$ cat src/rtl/bttn_arbiter.sv
// Button command arbiter: latches press pulses, grants one command at a
// time over valid/ready, enforces a cooldown; reset requests outrank buttons.
// Ports: clk, rst (sync, active high), rst_req, bttn_pulse[N_BTTN],
//   cmd_ready -> cmd_valid, cmd_id (0 = game reset, i+1 = button i),
//   pending[N_BTTN], busy.
// Optional: define BTTN_RR_EN for round-robin button arbitration
//   (default: fixed priority, lowest index wins).
module bttn_arbiter #(
  parameter int N_BTTN       = 4,
  parameter int COOLDOWN_CYC = 12500000
) (
  input  logic                          clk,
  input  logic                          rst,
  input  logic                          rst_req,
  input  logic [N_BTTN-1:0]             bttn_pulse,
  input  logic                          cmd_ready,
  output logic                          cmd_valid,
  output logic [$clog2(N_BTTN+1)-1:0]   cmd_id,
  output logic [N_BTTN-1:0]             pending,
  output logic                          busy
);

  localparam int IW   = $clog2(N_BTTN + 1);
  localparam int CW   = (COOLDOWN_CYC > 0) ?
                        $clog2(COOLDOWN_CYC + 1) : 1;
  localparam int LAST = (COOLDOWN_CYC > 0) ?
                        COOLDOWN_CYC - 1 : 0;

  typedef enum logic [1:0] {
    IDLE     = 2'd0,
    GRANT    = 2'd1,
    COOLDOWN = 2'd2
  } state_t;

  state_t            state, state_n;
  logic [IW-1:0]     id_n;
  logic [IW-1:0]     sel_id;
  logic [CW-1:0]     cnt, cnt_n;
  logic              rst_pend, rst_pend_n;
  logic [N_BTTN-1:0] pend_n;
  logic [N_BTTN-1:0] btn_clr;
  logic              accept;
  logic              rst_acc;

  assign cmd_valid = (state == GRANT);
  assign busy      = (state != IDLE);
  assign accept    = cmd_valid && cmd_ready;
  assign rst_acc   = accept && (cmd_id == '0);

`ifdef BTTN_RR_EN
  localparam int PW = (N_BTTN > 1) ? $clog2(N_BTTN) : 1;

  logic [PW-1:0] ptr, ptr_n;

  // Search starts at ptr; walking k downward lets the
  // smallest offset from ptr win.
  always_comb begin
    int idx;
    idx    = 0;
    sel_id = '0;
    for (int k = N_BTTN - 1; k >= 0; k--) begin
      idx = (int'(ptr) + k) % N_BTTN;
      if (pending[idx]) sel_id = IW'(idx + 1);
    end
  end

  // Pointer lands one past the accepted button.
  always_comb begin
    ptr_n = ptr;
    if (accept && cmd_id != '0) begin
      if (cmd_id == IW'(N_BTTN)) ptr_n = '0;
      else                       ptr_n = PW'(cmd_id);
    end
  end

  always_ff @(posedge clk) begin
    if (rst) ptr <= '0;
    else     ptr <= ptr_n;
  end
`else
  always_comb begin
    sel_id = '0;
    for (int i = N_BTTN - 1; i >= 0; i--) begin
      if (pending[i]) sel_id = IW'(i + 1);
    end
  end
`endif

  // Set beats clear, except a granted reset wipes all
  // button requests outright.
  always_comb begin
    for (int i = 0; i < N_BTTN; i++) begin
      btn_clr[i] = accept && (cmd_id == IW'(i + 1));
    end
    if (rst_acc) pend_n = '0;
    else         pend_n = bttn_pulse | (pending & ~btn_clr);
    rst_pend_n = rst_req | (rst_pend & ~rst_acc);
  end

  always_comb begin
    state_n = state;
    id_n    = cmd_id;
    cnt_n   = cnt;
    unique case (state)
      IDLE: begin
        if (rst_pend || (|pending)) begin
          state_n = GRANT;
          id_n    = rst_pend ? '0 : sel_id;
        end
      end
      GRANT: begin
        if (cmd_ready) begin
          cnt_n   = '0;
          state_n = (COOLDOWN_CYC == 0) ? IDLE : COOLDOWN;
        end
      end
      COOLDOWN: begin
        if (rst_req || rst_pend) begin
          state_n = GRANT;
          id_n    = '0;
        end else if (cnt == CW'(LAST)) begin
          state_n = IDLE;
        end else begin
          cnt_n = cnt + 1'b1;
        end
      end
      default: state_n = IDLE;
    endcase
  end

  always_ff @(posedge clk) begin
    if (rst) begin
      state    <= IDLE;
      cmd_id   <= '0;
      cnt      <= '0;
      rst_pend <= 1'b0;
      pending  <= '0;
    end else begin
      state    <= state_n;
      cmd_id   <= id_n;
      cnt      <= cnt_n;
      rst_pend <= rst_pend_n;
      pending  <= pend_n;
    end
  end

endmodule

$ cat config.mk
export PLATFORM = sky130hd
export DESIGN_NAME = bttn_arbiter
export DESIGN_NICKNAME = d
export VERILOG_FILES = /design/src/rtl/bttn_arbiter.sv
export SDC_FILE = /design/constraint.sdc
export NUM_CORES = 1
export LEC_CHECK = 0
export BUFFER_PORTS_ARGS = -buffer_cell sky130_fd_sc_hd__buf_2
export CAP_MARGIN = 30
export CORE_MARGIN = 1
export CORE_UTILIZATION = 49
export DETAILED_ROUTE_END_ITERATION = 10
export PLACE_DENSITY = 0.71
export SLEW_MARGIN = 5
export SYNTH_ARGS = -nofsm -noshare
export SYNTH_HDL_FRONTEND = slang
export SYNTH_SLANG_ARGS = --single-unit
$ cat constraint.sdc
create_clock -name clk -period 2.05 [get_ports clk]
set_input_delay 0.1025 -clock clk [delete_from_list [all_inputs] [get_ports clk]]
set_output_delay 0.1025 -clock clk [all_outputs]
set_load 0.01 [all_outputs]
==> metrics <==
status=finished clean; core footprint=3442 sq um; Port Buffer Count=16; fin cells=306; r2r startpoint=cnt[0]; top cell type's share of synthesized area=0.3734; Final Slew Violations=0; Synth Flop Type=dfxtp_1; Synth Warn #=0; FP Rows=21; total gr overflow=0; initial drt markers=115; final WL=4.722 mm; DRC viols=0; first-pass GRT wire length=8.100 mm; TritonRoute pass-1 iters=4; Synth Register Bits=34; initial antenna violation count=0; width of the die=63.00 um; most frequent cells in the layout=34 x dfxtp_1, 25 x nand2_1, 21 x nor2_1, 20 x a21oi_1, 16 x buf_2; Max VDD drop=0.4621 mV; Clock Path Buffers=2; Setup-failing EPs final=0; CP arrival=2130 ps; RSZ-0062 raised after global routing=true; achievable frequency=520.8 MHz; clk_lat worst skew=280 ps; Via Count=1878; Tmin final=1920 ps; Filler Cell Count=319; Syn Area/Cell=7.757 sq um; Final Hold Vio Count=0; Post-synth EDFFs=0; Num CTS Buffers=5; CP Capture Type=flop; overall routing resource usage=0.2630; Required @ worst endpoint=2260 ps; start point of the critical path=cnt[0]; routed vias/inst=6.137; Fin Hold WS=62.91 ps; Final nets=268; largest net degree at the start of global routing=21; met3 WL=321 um; Yosys cell types=50; Met1 Wirelength=2.289 mm; Clock Tree Root=clkbuf_8; synth top area cells=dfxtp_1 37%, a21oi_1 5.5%, nand2_1 5.1%; clock sink total=34; WS Path Type=flop to flop; startpoint types=flop; routability cong.=0.8811; fin util=0.6063; Hold Crit Start=bttn_pulse[2]; setup_tns=0 ps; slew margin rel.=0.6439; post-synth top area cell=dfxtp_1; Layout area overhead=14.48%; num ports=17; post-synthesis sequential area ratio=0.3734; Inserted Diodes=0; Power Density=671.9 nW/um^2; clk_skew=4.905 ps; Met2 Wirelength=2.072 mm; P_leak=0.7422 nW; most common cell after layout, fill and taps aside=dfxtp_1; Mapped Area=1823 sq um; Async S/R FF share, synth=0; placed inst area=1991 sq um; Worst Hold Class=input pin to flop; Die Ht=63.00 um; share of cells above drive strength 1=0.1615; maximum level of the CTS H-tree=2; Placed Cells=298; Cells after Synth=235; DRT antenna net count=0; postcts setup bufs=0; vias in the first global route=1724; Initial Util=0.5296; final critical-path share of the clock period=0.9367; CTS clk-pin slew, worst paths=70 ps; total die area=3968 sq um; Worst Tran Pin Value=530.1 ps; fin area=2087 sq um; CTS tree=yes; syn_nets=244; highest routed layer=met4; WL/cell=15.43 um; post-detail-place hpwl=3.318 mm; Max-Cap Viols=0; Max FO, Critical Path=5
[metrics by stage]
step / total power [mW] / worst slack, ps
floorplan: 0.8415 / 283.2
global placement: 0.9086 / 209.6
detailed placement: 0.9094 / 157.9
CTS: 1.410 / 150.1
global route: 1.470 / -12.21
finish: 1.402 / 129.7
[Yosys cell counts, types with 3 or more instances]
cell and n:
a21oi_1 20, a31oi_1 8, nor2_1 21, o21a_1 4, nor3_1 11, or3_1 3, nand2b_1 4, clkbuf_1 4
o21ai_0 7, and3_1 4, nor4_1 6, o31ai_1 3, nand3_1 14, nand4_1 11, o22ai_1 4, inv_1 6
nand2_1 25, nand3b_1 3, buf_2 3, dfxtp_1 34, nor2b_1 3
[layout make-up]
cell class / count / area [sq um] / share of cell area
multi-input cells: 186 / 1080 / 0.5174
flip-flops and latches: 34 / 680.7 / 0.3261
inverters: 6 / 22.52 / 0.01079
repair buffers: 26 / 155.1 / 0.07434
clock inverters: 1 / 5.005 / 0.002398
clock buffers: 7 / 86.33 / 0.04137
well taps: 46 / 57.56 / 0.02758
[critical path, stage by stage, from the launching register on]
cell and delay (ps):
dfxtp_1 390, ha_1 240, nand4_1 180, or3_1 470, or4_1 410, o22ai_1 160
[power breakdown]
part           internal [mW]  switching [mW]
Sequential             0.680          0.0306
Combinational         0.0792           0.107
Clock                  0.271           0.234
Total                   1.03           0.372
[path summary, 6_finish.rpt]
kind                end  slack [ps]  cells past startpoint
max reg2reg     cnt[10]         130                      5
min reg2reg     cnt[23]         480                      2
max             cnt[10]         130                      5
min          pending[2]          60                      2
[timing repair]
action,CTS,global route
hold buffers,0,0
endpoints found under the setup margin,0,2
gates resized for setup,0,1
[flip-flops by register name, indices dropped and copies added, names as in the netlist]
| signal | flops |
|---|---|
| cnt | 24 |
| pending | 4 |
| cmd_id | 3 |
| state | 2 |
| rst_pend | 1 |
[kinds of logic after synthesis]
group / after synthesis / share of synthesized area
AOI/OAI and AO/OA: 65 / 0.2306
and+or+nand+nor: 117 / 0.3349
muxes: 3 / 0.01716
buffers and inverters: 15 / 0.03705
adders and majority gates: 1 / 0.006862
DFF: 34 / 0.3734
[routing by layer]
layer	global-route usage	up-vias
li1	-	939
met1	0.3690	872
met2	0.3938	63
met3	0.04927	4
met4	0.1017	0
met5	0	-
Power figures use the tool's default switching activity.
